[config.mk]
export PLATFORM = sky130hd
export DESIGN_NAME = board_mem_arbiter
export DESIGN_NICKNAME = d
export VERILOG_FILES = /design/src/rtl/snake_pkg.sv /design/src/rtl/rd_tag_pipe.sv /design/src/rtl/board_mem_arbiter.sv
export SDC_FILE = /design/constraint.sdc
export NUM_CORES = 1
export LEC_CHECK = 0
export CAP_MARGIN = 20
export CORE_MARGIN = 5
export CORE_UTILIZATION = 40
export CTS_CLUSTER_DIAMETER = 40
export CTS_CLUSTER_SIZE = 8
export DETAILED_ROUTE_END_ITERATION = 12
export GPL_TIMING_DRIVEN = 0
export HOLD_SLACK_MARGIN = 0.05
export PLACE_DENSITY = 0.76
export SLEW_MARGIN = 0
export SYNTH_ARGS = -nofsm -noshare
export SYNTH_HDL_FRONTEND = slang
export SYNTH_HIERARCHICAL = 1
export SYNTH_SLANG_ARGS = --single-unit
[constraint.sdc]
create_clock -name clk -period 2.2 [get_ports clk]
set_clock_uncertainty 0.2 [all_clocks]
set_input_delay 0.22 -clock clk [delete_from_list [all_inputs] [get_ports clk]]
set_output_delay 0.22 -clock clk [all_outputs]
set_load 0.005 [all_outputs]
[src/rtl/snake_pkg.sv]
// ---------------------------------------------------------------------------
// snake_pkg
// Shared types and sizes for the snake game board logic.
//   BOARD_ADDR_W : address width of the 32x16 board RAM
//   CELL_W       : width of one board cell word (cell type + body direction)
//   cell_t       : what occupies a board cell
//   owner_e      : which requester a board RAM read belongs to
//   rd_tag_t     : {valid, owner} tag that follows a read through the RAM
// ---------------------------------------------------------------------------
package snake_pkg;

  localparam int BOARD_ADDR_W = 9;
  localparam int CELL_W       = 4;

  typedef enum logic [1:0] {
    EMPTY = 2'd0,
    SNAKE = 2'd1,
    HEAD  = 2'd2,
    FOOD  = 2'd3
  } cell_t;

  typedef enum logic {
    OWN_VGA  = 1'b0,
    OWN_GAME = 1'b1
  } owner_e;

  typedef struct packed {
    logic   valid;
    owner_e owner;
  } rd_tag_t;

  // Cell type lives in the low two bits of a cell word.
  function automatic cell_t cell_kind(input logic [CELL_W-1:0] word);
    return cell_t'(word[1:0]);
  endfunction

endpackage

[src/rtl/rd_tag_pipe.sv]
// ---------------------------------------------------------------------------
// rd_tag_pipe
// Two-stage shift register carrying the {valid, owner} tag of each board RAM
// read so the returning data can be steered to the requester that asked.
// Stage 1 lines up with the registered RAM command, stage 2 with the cycle
// in which the RAM presents its read data.
// Ports:
//   clk     : system clock
//   rst     : asynchronous active-high reset, drops every tag in flight
//   tag_in  : tag of the access granted this cycle
//   tag_out : tag whose read data is on the RAM output this cycle
// ---------------------------------------------------------------------------
module rd_tag_pipe
  import snake_pkg::*;
(
  input  logic    clk,
  input  logic    rst,
  input  rd_tag_t tag_in,
  output rd_tag_t tag_out
);

  rd_tag_t stage1;

  always_ff @(posedge clk or posedge rst) begin
    if (rst) begin
      stage1  <= '{valid: 1'b0, owner: OWN_VGA};
      tag_out <= '{valid: 1'b0, owner: OWN_VGA};
    end else begin
      stage1  <= tag_in;
      tag_out <= stage1;
    end
  end

endmodule

[src/rtl/board_mem_arbiter.sv]
// ---------------------------------------------------------------------------
// board_mem_arbiter
// Shares the single-port synchronous board RAM between the VGA renderer
// (read-only, has priority) and the game logic (read/write). A starvation
// counter forces the game through after STARVE_MAX consecutive denials, and
// a tagged read pipeline returns each read's data to the requester that
// issued it, three cycles after its grant.
// Ports:
//   clk, rst                      : clock, asynchronous active-high reset
//   vga_req/vga_addr              : renderer read request (held until gnt)
//   vga_gnt                       : renderer accepted this cycle
//   vga_rvalid/vga_rdata          : renderer read return
//   game_req/game_we/game_addr/
//   game_wdata                    : game access request (held until gnt)
//   game_gnt                      : game accepted this cycle
//   game_rvalid/game_rdata        : game read return (reads only)
//   mem_en/mem_we/mem_addr/
//   mem_wdata                     : registered RAM command
//   mem_rdata                     : RAM read data, one cycle after mem_en
// ---------------------------------------------------------------------------
module board_mem_arbiter
  import snake_pkg::*;
#(
  parameter int ADDR_W     = BOARD_ADDR_W,
  parameter int DATA_W     = CELL_W,
  parameter int STARVE_MAX = 7
) (
  input  logic              clk,
  input  logic              rst,
  input  logic              vga_req,
  input  logic [ADDR_W-1:0] vga_addr,
  output logic              vga_gnt,
  output logic              vga_rvalid,
  output logic [DATA_W-1:0] vga_rdata,
  input  logic              game_req,
  input  logic              game_we,
  input  logic [ADDR_W-1:0] game_addr,
  input  logic [DATA_W-1:0] game_wdata,
  output logic              game_gnt,
  output logic              game_rvalid,
  output logic [DATA_W-1:0] game_rdata,
  output logic              mem_en,
  output logic              mem_we,
  output logic [ADDR_W-1:0] mem_addr,
  output logic [DATA_W-1:0] mem_wdata,
  input  logic [DATA_W-1:0] mem_rdata
);

  localparam int CNT_W = $clog2(STARVE_MAX + 1);
  localparam logic [CNT_W-1:0] CNT_MAX = CNT_W'(STARVE_MAX);

  logic [CNT_W-1:0] starve_cnt;
  logic             starve_hit;
  rd_tag_t          tag_in;
  rd_tag_t          tag_ret;
  logic             vga_ret;
  logic             game_ret;

  assign starve_hit = (starve_cnt == CNT_MAX);

  // Grant decision. The renderer wins contention unless the game has been
  // denied STARVE_MAX cycles in a row. Nothing is granted during reset.
  always_comb begin
    vga_gnt  = 1'b0;
    game_gnt = 1'b0;
    if (!rst) begin
      if (vga_req && game_req) begin
        if (starve_hit) begin
          game_gnt = 1'b1;
        end else begin
          vga_gnt = 1'b1;
        end
      end else begin
        vga_gnt  = vga_req;
        game_gnt = game_req;
      end
    end
  end

  // Counts consecutive cycles in which the game waits; any game grant or a
  // withdrawn game request restarts the count.
  always_ff @(posedge clk or posedge rst) begin
    if (rst) begin
      starve_cnt <= '0;
    end else if (!game_req || game_gnt) begin
      starve_cnt <= '0;
    end else if (!starve_hit) begin
      starve_cnt <= starve_cnt + 1'b1;
    end
  end

  // Registered RAM command. Address and write data keep their last value
  // when idle so the RAM pins only toggle on real accesses; a renderer read
  // leaves the write data bus untouched.
  always_ff @(posedge clk or posedge rst) begin
    if (rst) begin
      mem_en    <= 1'b0;
      mem_we    <= 1'b0;
      mem_addr  <= '0;
      mem_wdata <= '0;
    end else if (vga_gnt) begin
      mem_en   <= 1'b1;
      mem_we   <= 1'b0;
      mem_addr <= vga_addr;
    end else if (game_gnt) begin
      mem_en    <= 1'b1;
      mem_we    <= game_we;
      mem_addr  <= game_addr;
      mem_wdata <= game_wdata;
    end else begin
      mem_en <= 1'b0;
      mem_we <= 1'b0;
    end
  end

  // Only reads get a valid tag; game writes have nothing to return.
  always_comb begin
    tag_in.valid = vga_gnt | (game_gnt & ~game_we);
    tag_in.owner = game_gnt ? OWN_GAME : OWN_VGA;
  end

  rd_tag_pipe u_rd_tag_pipe (
    .clk     (clk),
    .rst     (rst),
    .tag_in  (tag_in),
    .tag_out (tag_ret)
  );

  assign vga_ret  = tag_ret.valid && (tag_ret.owner == OWN_VGA);
  assign game_ret = tag_ret.valid && (tag_ret.owner == OWN_GAME);

  // Steer the returning RAM word to its owner; the other owner's data
  // register keeps its previous value.
  always_ff @(posedge clk or posedge rst) begin
    if (rst) begin
      vga_rvalid  <= 1'b0;
      game_rvalid <= 1'b0;
      vga_rdata   <= '0;
      game_rdata  <= '0;
    end else begin
      vga_rvalid  <= vga_ret;
      game_rvalid <= game_ret;
      if (vga_ret) begin
        vga_rdata <= mem_rdata;
      end
      if (game_ret) begin
        game_rdata <= mem_rdata;
      end
    end
  end

endmodule

* Word level (Yosys, flattened, before mapping) *
Cells that the tools add are included.

storage, ports and cells
  register bits after elaboration = 32
  output and inout port bits = 27
  logic and storage cells = 42

operators by class
  add/subtract/negate cells = 1
  equality and inequality tests = 2
  muxes and demuxes = 14
  bitwise logic cells = 5
  reduce and logical (&&, ||, !) cells = 7

operator list
  kind                   count
  $mux W9                2
  $mux W1                10
  $mux W3                2
  $add A3 B1 Y3 const B  1
  $eq A3 B3 Y1 const B   1
  $logic_and A1 B1 Y1    3
  $not A1 Y1             3
  $ne A2 B1 Y1 const B   1
  $reduce_and A2 Y1      1
  $reduce_bool A2 Y1     1
  $and A1 B1 Y1          1
  $logic_not A1 Y1       1
  $logic_or A1 B1 Y1     1
  $or A1 B1 Y1           1

* Longest topological paths before layout *
Gate-level depths: netlist of the first run.

  depth in word-level cells = 6
  mapped depth = 7
  gate-level depth less buffers = 5

* By module *
The synthesis of the first run kept the hierarchy.

by module, submodules not included
  module             instances  cells each  area an instance (um2)  seq. area each (um2)
  board_mem_arbiter  1          114         1298.7                  700.7
  rd_tag_pipe        1          5           103.8                   100.1

* Least setup slack after synthesis of the first run *
OpenSTA, ideal clock, no wires.

  kind = input to register
  from = input rst
  to = register mem_addr[0]
  setup time = 135 ps
  data arrival time = 1511 ps
  required time = 1865 ps
  setup slack = 354 ps
  stages on the path = 4
  cell sequence = buf_6 -> clkinv_1 -> o2111ai_1 -> a31oi_1

on the way
  cells in the longest elaborated chain, start to end = 2
  elaborated cells between the ends (all ways) = 4
  those cells by class = 3 x mux; 1 x reduce/logical

ends and longest elaborated chain
  item                                                  line                      source
  from (decl)                                           board_mem_arbiter.sv:29   input logic rst,
  $mux W1                                               board_mem_arbiter.sv:66   if (!rst) begin
  $mux W9 / $reduce_bool A2 Y1 (equally long branches)  -
  to (signal assigned)                                  board_mem_arbiter.sv:104  mem_addr <= vga_addr;
  to (signal assigned)                                  board_mem_arbiter.sv:108  mem_addr <= game_addr;
  to (decl)                                             board_mem_arbiter.sv:44   output logic [ADDR_W-1:0] mem_addr,

Several ways; a longest one is shown, not always the timed one.
A chain may end at the register's enable or synchronous reset.

* Worst setup path in the final report of the first run *
  from = register starve_cnt[0]
  to = output vga_gnt

on the way
  cells in the longest elaborated chain, start to end = 4

ends and longest elaborated chain
  item                    line                     source
  from (decl)             board_mem_arbiter.sv:52  logic [CNT_W-1:0] starve_cnt;
  from (signal assigned)  board_mem_arbiter.sv:88  starve_cnt <= starve_cnt + 1'b1;
  $eq A3 B3 Y1            board_mem_arbiter.sv:59  assign starve_hit = (starve_cnt == CNT_MAX);
  $mux W1                 board_mem_arbiter.sv:68  if (starve_hit) begin
  $mux W1                 board_mem_arbiter.sv:67  if (vga_req && game_req) begin
  $mux W1                 board_mem_arbiter.sv:66
  to (decl)               board_mem_arbiter.sv:32  output logic vga_gnt,

No other way between the ends.

==> parameters.txt, run 1 <==
Parameter                              Value

STA
  Fin crit share ... 95.8%
  Number of failing hold endpoints at the final stage ... 0
  Final worst hold slack ... 0.165 ns
  Count of endpoints failing setup in the final report ... 0
  Final Critical Period ... 2.11 ns
  Transition time at the pin with the least slew margin ... 0.443 ns
  Number of pins with negative max-slew slack in the final report ... 0
  Headroom to the max-slew limit ... 70.4%
  Highest achievable clock rate ... 0.475 GHz

Floorplanning
  Die span in x ... 69.2 µm
  Std-Cell Rows ... 21
  Die height ... 69.2 µm
  Top-level port count ... 58
  Core Box Area ... between 3000 and 4000 µm²
  Die area ... roughly 4800 µm²
  Initial Utilization ... 41.7%

Global route
  Number of antenna violations at the first check in global routing ... 0
  Vias in the first global route ... 1267
  Combined global-route utilization of all metal layers ... 15.8%
  Overflow left after global routing ... 0
  First-pass GRT wire length ... a little over 6000 µm
  Maximum number of pins on one net before global-route repair ... 20

Drt
  Routed wirelength normalized by instance count ... 15.2 µm
  Count of nets left with antenna violations after detail routing ... 0
  Number of DRC violations after detailed-routing iteration 0 ... 64
  Number of remaining DRC errors ... 0
  Overall via count from detail_route ... between 1000 and 1500
  Sum of routed wire length over all layers ... between 3000 and 4000 µm
  Routed vias/inst ... 5.12
  Total iterations of the first detailed-routing run ... 4

Final layout
  Fill cell count ... about 300
  Non-filler instance count after layout ... 235
  Antenna Diode Count ... 0
  Share of cells above drive strength 1 ... a little over a fifth
  Synthesis-to-finish area growth ... 54.2%
  Net total in the final layout ... 221

Worst setup path
  Type of the setup path with the least slack ... register to output port
  Cell at the slowest stage of the critical path ... sky130_fd_sc_hd__dfrtp_1
  Endpoint required time on the critical path ... between 1.5 and 2 ns
  Arrival time of data at the critical path endpoint ... 1.69 ns
  Largest fanout on the critical path ... 9
  Kind of cell with the highest combined delay on the critical path ... flip-flops
  List of cells traversed by the critical path ... ha_2 > ha_1 > buf_6 > and2_4 > nor2_4 > clkdlybuf4s15_2
  Number of buffer and inverter stages on the critical path ... 2
  CP Launch Type ... register
  CP peak stage delay ... 0.40 ns
  Critical path capture point type ... output port

Clock network
  Clock latency of the later-clocked register in the worst-skew pair ... 0.32 ns
  Clock sinks ... 32
  Max Buffers Root-to-Sink ... 2
  Total number of H-tree levels ... 2
  Number of buffers created by CTS ... 5
  Buffer type at the clock tree root ... sky130_fd_sc_hd__clkbuf_4
  Clock-pin slew on the worst setup and hold paths ... 0.10 ns
  TritonCTS clock tree ... yes

Pwr
  Total power per unit cell area ... 664 nW/µm²
  Worst voltage drop across the vdd grid ... about 0.44 mV
  Cell leakage power ... 0.000908 µW
  Power, Total ... ~1400 µW

Synthesis
  Share of synthesized registers carrying an async set or reset ... 100%
  Post-synthesis cell area ... 1400 µm²
  Primary FF master, synth ... sky130_fd_sc_hd__dfrtp_1
  Number of nets produced by synthesis ... 152
  Total of flip-flops plus latches after synthesis ... 32
  Number of enable flip-flop cells after synthesis ... 0
  Gate count of the mapped netlist ... 119
  Warning count from the yosys run ... 6
  Sequential fraction of the synthesis area ... 57.1%
  Number of distinct library cells after synthesis ... 26
  Mean instance size in the synthesized netlist ... ~12 µm²

Placement
  Count of placed standard cells including taps ... between 200 and 250
  Global placer's final weighted congestion ... 0.803
  Number of I/O port buffers ... 57
  Final HPWL DP ... 2730 µm

Worst hold path
  Worst min path class ... register to register

Run
  Number of maximum-capacitance violations ... 0

Run status
  Outcome ... finished, final reports clean
==> state kept, by name, indices dropped and copies added, names as in the netlist <==
name / cells
game_rvalid: 1
u_rd_tag_pipe/tag_out: 2
mem_wdata: 4
vga_rvalid: 1
starve_cnt: 3
u_rd_tag_pipe/stage1: 2
mem_we: 1
game_rdata: 4
mem_addr: 9
vga_rdata: 4
mem_en: 1
==> final timing paths <==
check	start	end	slack, ns	cells past startpoint
hold / removal	u_rd_tag_pipe/stage1[1]	u_rd_tag_pipe/tag_out[1]	0.16	0
hold reg to reg	u_rd_tag_pipe/stage1[1]	u_rd_tag_pipe/tag_out[1]	0.16	0
setup / recovery	starve_cnt[0]	vga_gnt	0.09	6
min in group asynchronous	rst	mem_wdata[3]	0.18	3
setup reg to reg	starve_cnt[1]	mem_wdata[2]	0.27	7
max in group asynchronous	rst	u_rd_tag_pipe/tag_out[1]	1.15	3
==> layer usage <==
layer,GRT usage (%),share of wire (%),up-vias
met5,0,0,-
met4,3.25,0.39,0
met3,6.52,6.7,2
met2,27.3,53,40
met1,18.2,40,587
li1,-,-,574
==> kinds of logic after synthesis <==
family	count (synthesis)	share of synthesized area, %
flops	32	57.1
buf+inv	15	6.15
fa+ha+maj	2	1.78
simple gates	23	8.74
compound gates	35	16.6
mux	12	9.63
==> area by class of cell <==
cell class | instances | area (µm²) | share of cell area (%)
multi-input cells | 72 | 528 | 24.4
plain buffers | 7 | 58.8 | 2.72
inverters | 7 | 30.0 | 1.39
repair buffers | 63 | 622 | 28.7
flip-flops and latches | 32 | 801 | 37.0
well taps | 46 | 57.6 | 2.66
clock inverters | 2 | 15.0 | 0.694
clock buffers | 6 | 51.3 | 2.37
==> worst register-to-register path: stages (launching register included) <==
cell and delay (ns):
sky130_fd_sc_hd__dfrtp_1 0.38, sky130_fd_sc_hd__ha_2 0.18, sky130_fd_sc_hd__ha_1 0.15, sky130_fd_sc_hd__buf_6 0.14, sky130_fd_sc_hd__nor2b_4 0.05, sky130_fd_sc_hd__nor3_4 0.22, sky130_fd_sc_hd__buf_4 0.18, sky130_fd_sc_hd__mux2_2 0.33
==> cells in the mapped netlist (2+ instances only) <==
| library cell | number | area share, % |
|---|---|---|
| sky130_fd_sc_hd__a31oi_1 | 9 | 4.0 |
| sky130_fd_sc_hd__buf_2 | 2 | 0.71 |
| sky130_fd_sc_hd__buf_6 | 3 | 2.4 |
| sky130_fd_sc_hd__clkinv_1 | 2 | 0.54 |
| sky130_fd_sc_hd__dfrtp_1 | 32 | 57 |
| sky130_fd_sc_hd__ha_1 | 2 | 1.8 |
| sky130_fd_sc_hd__inv_1 | 4 | 1.1 |
| sky130_fd_sc_hd__mux2_2 | 12 | 9.6 |
| sky130_fd_sc_hd__nand2b_1 | 2 | 0.89 |
| sky130_fd_sc_hd__nand3_1 | 3 | 1.1 |
| sky130_fd_sc_hd__nor2_1 | 13 | 3.5 |
| sky130_fd_sc_hd__o2111ai_1 | 9 | 5.6 |
| sky130_fd_sc_hd__o21a_1 | 2 | 1.1 |
| sky130_fd_sc_hd__o21ai_0 | 12 | 4.3 |
==> metrics by stage <==
step | setup WS (ns) | instance area, µm² | setup TNS, ns | utilization (%)
detailed placement | -0.257 | 2050 | -2.39 | 60.8
CTS | 0.00674 | 2150 | 0 | 63.8
global placement | -0.537 | 2030 | -4.57 | 60.4
finish | 0.0926 | 2160 | 0 | 64.3
floorplan | 0.354 | 1400 | 0 | -
global route | -0.00461 | 2160 | -0.00461 | 64.3
==> report_power, final <==
part | internal [µW] | switching [µW] | total (µW)
Combinational | 244 | 124 | 369
Clock | 155 | 209 | 364
Sequential | 666 | 37.7 | 703
Total | 1070 | 370 | 1440
==> placed cells by master, fill, tap and decap left out, types with 2 or more instances in the layout <==
cell,netlist,layout
sky130_fd_sc_hd__a31oi_1,9,9
sky130_fd_sc_hd__mux2_2,12,12
sky130_fd_sc_hd__buf_6,3,4
sky130_fd_sc_hd__dfrtp_1,32,32
sky130_fd_sc_hd__clkbuf_4,0,5
sky130_fd_sc_hd__buf_4,1,4
sky130_fd_sc_hd__nand2b_1,2,2
sky130_fd_sc_hd__clkdlybuf4s50_1,0,55
sky130_fd_sc_hd__nor2_1,13,12
sky130_fd_sc_hd__o21ai_0,12,12
sky130_fd_sc_hd__o21a_1,2,2
sky130_fd_sc_hd__buf_2,2,2
sky130_fd_sc_hd__o2111ai_1,9,9
sky130_fd_sc_hd__clkinvlp_4,0,3
sky130_fd_sc_hd__nand3_1,3,3
sky130_fd_sc_hd__inv_1,4,4
==> repair_timing <==
action,4_1_cts,5_1_grt
endpoints found under the hold margin,4,0
hold buffers,1,0
buffers inserted,2,2
setup endpoints to repair,2,6
pin swaps,1,0
gates resized for setup,9,4
No activity file was read; power rests on OpenSTA's default activity.
==> run 2, diff against run 1 <==
--- a/config.mk
+++ b/config.mk
@@ -5,14 +5,14 @@
 export SDC_FILE = /design/constraint.sdc
 export NUM_CORES = 1
 export LEC_CHECK = 0
-export CAP_MARGIN = 20
+export CAP_MARGIN = 5
 export CORE_MARGIN = 5
 export CORE_UTILIZATION = 40
 export CTS_CLUSTER_DIAMETER = 40
 export CTS_CLUSTER_SIZE = 8
 export DETAILED_ROUTE_END_ITERATION = 12
 export GPL_TIMING_DRIVEN = 0
-export HOLD_SLACK_MARGIN = 0.05
+export HOLD_SLACK_MARGIN = 0.02
 export PLACE_DENSITY = 0.76
 export SLEW_MARGIN = 0
 export SYNTH_ARGS = -nofsm -noshare
==> run 2 against run 1 <==
Critical path depth is the same. First-iteration DRC count grew 6.3%. Cell area shrank 0.64%. Sequential power is essentially flat. Non-clock buffer count is the same. Hold slack lost 0.0031 ns. Flip-flop and latch count is the same. Clock power grew 3%. Critical path type unchanged. Largest cell class unchanged. Largest power group unchanged.
==> parameters.txt, run 2 (same netlist as run 1, synthesis figures left out) <==
Parameter                              Value

Run status
  Outcome ... finished, final reports clean

STA
  Number of failing hold endpoints at the final stage ... 0 (unchanged)
  Fin crit share ... 96.2% (+0.44 points)
  Highest achievable clock rate ... 0.472 GHz (-0.46%)
  Setup repair after global routing missed its margin ... false
  Number of pins with negative max-slew slack in the final report ... 0 (unchanged)
  Transition time at the pin with the least slew margin ... 0.586 ns (+0.143 ns)
  Final Critical Period ... 2.12 ns (+0.00975 ns)
  Final WS setup ... 0.0829 ns (-0.00975 ns)
  Headroom to the max-slew limit ... 60.9% (-9.6 points)
  Final worst hold slack ... 0.162 ns (-0.00307 ns)
  Count of endpoints failing setup in the final report ... 0 (unchanged)

Floorplanning
  Die span in x ... 69.2 µm (unchanged)
  Top-level port count ... 58 (unchanged)
  Die area ... 4790 µm² (unchanged)
  Std-Cell Rows ... 21 (unchanged)
  Initial Utilization ... 41.7% (unchanged)
  Die height ... 69.2 µm (unchanged)
  Core Box Area ... 3360 µm² (unchanged)

Clock network
  Max Buffers Root-to-Sink ... 2 (unchanged)
  Number of buffers created by CTS ... 5 (unchanged)
  Clock latency of the later-clocked register in the worst-skew pair ... 0.34 ns (+0.02 ns)
  Clock-pin slew on the worst setup and hold paths ... 0.12 ns (+0.02 ns)
  TritonCTS clock tree ... yes
  Clock sinks ... 32 (unchanged)
  Buffer type at the clock tree root ... sky130_fd_sc_hd__clkbuf_4
  Total number of H-tree levels ... 2 (unchanged)

Final layout
  Most frequent cells in the layout ... 55 x sky130_fd_sc_hd__clkdlybuf4s50_1, 32 x sky130_fd_sc_hd__dfrtp_1, 12 x sky130_fd_sc_hd__mux2_2, 12 x sky130_fd_sc_hd__o21ai_0, 12 x sky130_fd_sc_hd__nor2_1
  Antenna Diode Count ... 0 (unchanged)
  Share of cells above drive strength 1 ... 20.1% (-1.1 points)
  Max FFs per register ... 9 (unchanged)
  Net total in the final layout ... 221 (unchanged)
  Most common library cell in the layout ignoring fill and taps ... sky130_fd_sc_hd__clkdlybuf4s50_1
  Reg with most FFs ... mem_addr
  Synthesis-to-finish area growth ... 53.3%

Drt
  Routed vias/inst ... 4.95 (-3.2%)
  Wl on met1 ... 1440 µm (+0.98%)
  Number of DRC violations after detailed-routing iteration 0 ... 68 (+6.3%)
  Detailed-routed wire length on met3 ... 255 µm (+7.1%)
  Number of remaining DRC errors ... 0 (unchanged)
  Routed wirelength normalized by instance count ... 15.2 µm (about the same)
  Highest routing layer actually used ... met4
  Total iterations of the first detailed-routing run ... 4 (unchanged)
  Overall via count from detail_route ... 1164 (-3.2%)
  Count of nets left with antenna violations after detail routing ... 0 (unchanged)
  Total met2 wirelength after detailed routing ... 1810 µm (-4.6%)
  Sum of routed wire length over all layers ... 3570 µm (about the same)

Placement
  Final HPWL DP ... 2630 µm (-4.0%)
  Setup Slack @ Placement ... -0.608 ns (-0.351 ns)
  Number of I/O port buffers ... 57 (unchanged)
  Global placer's final weighted congestion ... 0.803 (unchanged)

Global route
  Maximum number of pins on one net before global-route repair ... 38 (+90%)
  Number of antenna violations at the first check in global routing ... 0 (unchanged)
  Vias in the first global route ... 1276 (+0.71%)
  First-pass GRT wire length ... 6130 µm (+1.1%)
  Overflow left after global routing ... 0 (unchanged)
  Combined global-route utilization of all metal layers ... 16.0% (+0.25 points)

Pwr
  Switching portion of total power ... 26.4% (+0.59 points)
  Cell internal power dissipation ... 1060 µW (about the same)
  Combinational fraction of design power ... 25.4% (-0.3 points)
  Proportion of power drawn by flip-flops and latches ... 48.8% (-0.2 points)
  Switch Pwr ... 381 µW (+3.0%)
  Cell leakage power ... 0.000911 µW (+0.39%)
  Worst voltage drop across the vdd grid ... 0.402 mV (-9.4%)
  Total power per unit cell area ... 673 nW/µm² (+1.4%)
  Part of the total power dissipated in the clock network ... 25.9% (+0.6 points)

Worst hold path
  Worst min path class ... register to register

Worst setup path
  Type of the setup path with the least slack ... register to output port
  CP Launch Type ... register
  Largest fanout on the critical path ... 9 (unchanged)
  List of cells traversed by the critical path ... ha_1 > ha_1 > buf_6 > nor2b_4 > nor3_4 > clkdlybuf4s15_1
  CP peak stage delay ... 0.41 ns (about the same)
  Cell occurring most often along the worst timing path ... sky130_fd_sc_hd__ha_1
  Critical path capture point type ... output port
  Endpoint required time on the critical path ... 1.78 ns (about the same)
  Arrival time of data at the critical path endpoint ... 1.70 ns (about the same)
  Cell at the slowest stage of the critical path ... sky130_fd_sc_hd__dfrtp_1

Run
  Number of maximum-capacitance violations ... 0 (unchanged)
## run 2: cell count changes in the layout (fill, tap and decap cells not counted), sizes merged
cell | previous run | this run
clkinvlp | 3 | 2
clkinv | 1 | 2
clkbuf | 8 | 7
buf | 11 | 12
## run 2: worst paths after layout
kind	startpoint	end	slack (ns)	cells past startpoint
setup / recovery	starve_cnt[0]	game_gnt	0.08	6
hold / removal	u_rd_tag_pipe/stage1[1]	u_rd_tag_pipe/tag_out[1]	0.16	0
setup reg to reg	starve_cnt[0]	mem_wdata[0]	0.29	7
hold reg to reg	u_rd_tag_pipe/stage1[1]	u_rd_tag_pipe/tag_out[1]	0.16	0
max in group asynchronous	rst	u_rd_tag_pipe/stage1[1]	1.16	3
min in group asynchronous	rst	mem_wdata[3]	0.23	3
## run 2: cell type report
| class | instances | area, µm² |
|---|---|---|
| tap | 46 | 57.6 |
| sequential | 32 | 801 |
| clock inverter | 2 | 15.0 |
| buffer | 7 | 58.8 |
| multi-input combinational | 72 | 526 |
| clock buffer | 6 | 51.3 |
| fill | 283 | 1210 |
| timing repair buffer | 63 | 613 |
| inverter | 7 | 27.5 |
## run 2: worst max-delay path, delay by kind of cell (launching register included)
kind | cells | cell delay, ns
simple gates | 2 | 0.20
buf+inv | 2 | 0.35
flops | 1 | 0.41
fa+ha+maj | 2 | 0.40
## run 2: through the flow
step	std cells	TNS [ns]	util, %	power (µW)	area (µm²)
floorplan	119	0	-	841	1400
CTS	233	0	63.4	1460	2130
finish	235	0	63.9	1450	2150
global route	235	0	63.9	1540	2150
detailed placement	222	-5.15	60.4	1080	2030
global placement	222	-4.57	60.4	1060	2030
## run 2: timing repair
item | 4_1_cts | 5_1_grt
resized for setup | 11 | 1
cloned | 0 | 0
buffers inserted | 3 | 2
pin swaps | 1 | 0
endpoints found under the hold margin | 4 | 0
setup endpoints to repair | 11 | 1
hold buffers | 1 | 0
## run 2: per-layer routing
layer  up-vias  global-route usage, %
li1        569                      -
met1       546                   19.9
met2        39                   25.5
met4         0                   5.21
met5         -                      0
met3        10                   6.23
## run 2: power groups by stage
stage                     logic, µW  clock network, µW  registers [µW]
after detailed placement        360                  0             718
after global routing            400                419             716
final                           367                374             705
after floorplan                 121                  0             720
after CTS                       368                384             705
after global placement          352                  0             712
==> run 3, diff against run 2 <==
--- a/config.mk
+++ b/config.mk
@@ -6,6 +6,7 @@
 export NUM_CORES = 1
 export LEC_CHECK = 0
 export CAP_MARGIN = 5
+export CORE_ASPECT_RATIO = 2
 export CORE_MARGIN = 5
 export CORE_UTILIZATION = 40
 export CTS_CLUSTER_DIAMETER = 40
@@ -14,7 +15,6 @@
 export GPL_TIMING_DRIVEN = 0
 export HOLD_SLACK_MARGIN = 0.02
 export PLACE_DENSITY = 0.76
-export SLEW_MARGIN = 0
 export SYNTH_ARGS = -nofsm -noshare
 export SYNTH_HDL_FRONTEND = slang
 export SYNTH_HIERARCHICAL = 1
==> run 3 against run 2 <==
Power up 11%. Global-route usage up 0.76 points. First-iteration DRC count is 57% lower. Wire length rose by 2.8%. Register-to-register slack improved by 0.05 ns. Cell area increased by 0.99%. Via count rose by 1.5%. Critical endpoint is now vga_gnt. Largest cell class unchanged. Highest routed layer unchanged.
==> parameters.txt, run 3 (same netlist as run 1, synthesis figures left out) <==
Parameter                              Value

Worst setup path
  List of cells traversed by the critical path ... ha_1 > ha_1 > buf_6 > and2_4 > buf_8 > nor2_4 > buf_6
  Cell at the slowest stage of the critical path ... sky130_fd_sc_hd__dfrtp_1
  Arrival time of data at the critical path endpoint ... 1.68 ns (-0.02 ns)
  Largest fanout on the critical path ... 10 (+1)
  CP peak stage delay ... 0.39 ns (-0.02 ns)
  Critical path capture point type ... output port
  Type of the setup path with the least slack ... register to output port
  Endpoint required time on the critical path ... 1.78 ns (about the same)
  Path depth of the worst reg2reg path ... 7 (unchanged)
  CP Launch Type ... register
  Internal reg-to-reg setup slack ... 0.34 ns (+0.05 ns)
  RR Startpoint ... starve_cnt[0]
  Endpoint of the lowest-slack register-to-register path ... mem_wdata[2]

Placement
  Final HPWL DP ... 2730 µm (+4.0%)
  Global placer's final weighted congestion ... 0.713 (-11%)
  Number of I/O port buffers ... 57 (unchanged)
  Count of placed standard cells including taps ... 208 (-6.3%)
  Setup Slack @ Placement ... -0.595 ns (+0.0134 ns)

Floorplanning
  Core Box Area ... 3380 µm² (+0.45%)
  Top-level port count ... 58 (unchanged)
  Die area ... 4860 µm² (+1.5%)
  Initial Utilization ... 41.5% (-0.19 points)
  Std-Cell Rows ... 30 (+43%)
  Die span in x ... 51.9 µm (-25%)
  Die height ... 93.7 µm (+35%)

Final layout
  Non-filler instance count after layout ... 219 (-6.8%)
  Fill cell count ... 289 (+2.1%)
  Finished Core Util ... 64.3% (+0.35 points)
  Antenna Diode Count ... 0 (unchanged)
  Max FFs per register ... 9 (unchanged)
  Synthesis-to-finish area growth ... 54.8%
  Reg with most FFs ... mem_addr
  Most common library cell in the layout ignoring fill and taps ... sky130_fd_sc_hd__clkdlybuf4s50_1
  Share of cells above drive strength 1 ... 18.7% (-1.4 points)
  Net total in the final layout ... 219 (-0.90%)
  Most frequent cells in the layout ... 55 x sky130_fd_sc_hd__clkdlybuf4s50_1, 32 x sky130_fd_sc_hd__dfrtp_1, 12 x sky130_fd_sc_hd__mux2_2, 12 x sky130_fd_sc_hd__o21ai_0, 12 x sky130_fd_sc_hd__nor2_1

STA
  Highest achievable clock rate ... 0.476 GHz (+0.72%)
  Count of endpoints failing setup in the final report ... 0 (unchanged)
  Headroom to the max-slew limit ... 60.5% (-0.41 points)
  Final WS setup ... 0.0981 ns (+0.0152 ns)
  Number of failing hold endpoints at the final stage ... 0 (unchanged)
  Transition time at the pin with the least slew margin ... 0.592 ns (+0.00608 ns)
  Setup repair after global routing missed its margin ... false
  Number of pins with negative max-slew slack in the final report ... 0 (unchanged)
  Final Critical Period ... 2.10 ns (-0.0152 ns)
  Fin crit share ... 95.5% (-0.69 points)

Pwr
  Total power per unit cell area ... 741 nW/µm² (+10%)
  Cell leakage power ... 0.000934 µW (+2.5%)
  Worst voltage drop across the vdd grid ... 0.743 mV (+85%)

Global route
  Global-route track usage on met2 ... 30.1% (+4.6 points)
  Met1 track demand over resource ... 16.2% (-3.7 points)
  GR Layer Usage met3 ... 6.20% (-0.032 points)
  Vias in the first global route ... 1261 (-1.2%)
  Maximum number of pins on one net before global-route repair ... 38 (unchanged)
  Most Used Layer, Global Route ... met2
  Overflow left after global routing ... 0 (unchanged)
  First-pass GRT wire length ... 6090 µm (-0.80%)
  Number of antenna violations at the first check in global routing ... 0 (unchanged)
  Combined global-route utilization of all metal layers ... 16.8% (+0.76 points)

Clock network
  Clock sinks ... 32 (unchanged)
  Buffer type at the clock tree root ... sky130_fd_sc_hd__clkbuf_8
  Total number of H-tree levels ... 2 (unchanged)
  Clock latency of the later-clocked register in the worst-skew pair ... 0.28 ns (-0.06 ns)
  TritonCTS clock tree ... yes
  Clock-pin slew on the worst setup and hold paths ... 0.07 ns (-0.05 ns)
  Max Buffers Root-to-Sink ... 2 (unchanged)
  Number of buffers created by CTS ... 5 (unchanged)

Drt
  Overall via count from detail_route ... 1181 (+1.5%)
  Total iterations of the first detailed-routing run ... 5 (+1)
  Routed wirelength normalized by instance count ... 16.8 µm (+10%)
  Number of DRC violations after detailed-routing iteration 0 ... 29 (-57%)
  Number of remaining DRC errors ... 0 (unchanged)
  Sum of routed wire length over all layers ... 3670 µm (+2.8%)
  Count of nets left with antenna violations after detail routing ... 0 (unchanged)
  Routed vias/inst ... 5.39 (+8.9%)

Worst hold path
  Worst min path class ... register to register
  Min-Delay Path Depth ... 0 (unchanged)
  Worst min-delay path startpoint ... u_rd_tag_pipe/stage1[1]
  Worst Hold Path EP ... u_rd_tag_pipe/tag_out[1]

Run status
  Outcome ... finished, final reports clean

Run
  Number of maximum-capacitance violations ... 0 (unchanged)
run 3: cell count changes in the layout (fill, tap and decap cells not counted), moves of 2 or more:
cell	change
sky130_fd_sc_hd__clkbuf_8	+4
sky130_fd_sc_hd__clkinvlp_4	-2
sky130_fd_sc_hd__buf_4	-3
sky130_fd_sc_hd__clkbuf_4	-5
run 3: worst max-delay path by stage:
stage,startpoint,to
after floorplan,rst,mem_addr[0]
after detailed placement,rst,mem_addr[1]
after CTS,starve_cnt[0],vga_gnt
after global routing,starve_cnt[0],vga_gnt
after global placement,rst,mem_addr[0]
final,starve_cnt[0],vga_gnt
run 3: metrics by stage:
stage | setup TNS, ns | area [µm²] | hold slack (ns) | total power, µW
6_report | 0 | 2170 | 0.142 | 1610
3_3_place_gp | -4.35 | 2010 | 0.137 | 1070
3_5_place_dp | -4.95 | 2010 | 0.145 | 1080
2_1_floorplan | 0 | 1400 | -0.214 | 841
4_1_cts | 0 | 2150 | 0.145 | 1630
5_1_grt | 0 | 2170 | 0.159 | 1700
run 3: what timing repair did:
action                                  in CTS  in global routing
hold buffers                                 1                  0
endpoints found under the setup margin      11                  1
pin swaps                                    1                  1
hold endpoints to repair                     4                  0
buffers inserted                             1                  1
resized for setup                           10                  4
run 3: worst max-delay path, delay by kind of cell, from the launching register on:
kind,cells,cell delay [ns]
adder cells (fa/ha/maj),2,0.38
buffers and inverters,3,0.38
flip-flops,1,0.39
AND/OR/NAND/NOR,2,0.26
run 3: area by class of cell:
type                    count  area (µm²)  area share [%]
clock inverters             2        35.0            1.61
inverters                   7        27.5            1.27
well taps                  32        40.0            1.84
multi-input cells          72         526            24.2
clock buffers               6        72.6            3.34
repair buffers             60         596            27.4
plain buffers               8        73.8            3.40
flip-flops and latches     32         801            36.9
run 3: per-layer routing:
metal  routed length, µm  share of wire, %  vias to the layer above
li1                    -                 -                      563
met1                1250                34                      550
met2                1990                54                       56
met3                 321               8.7                       12
met4                 102               2.8                        0
met5                   0                 0                        -
run 3: power breakdown:
part	internal, µW	total (µW)	switching, µW
clock	336	537	201
sequential	667	705	37.7
combinational	241	367	127
total	1240	1610	366
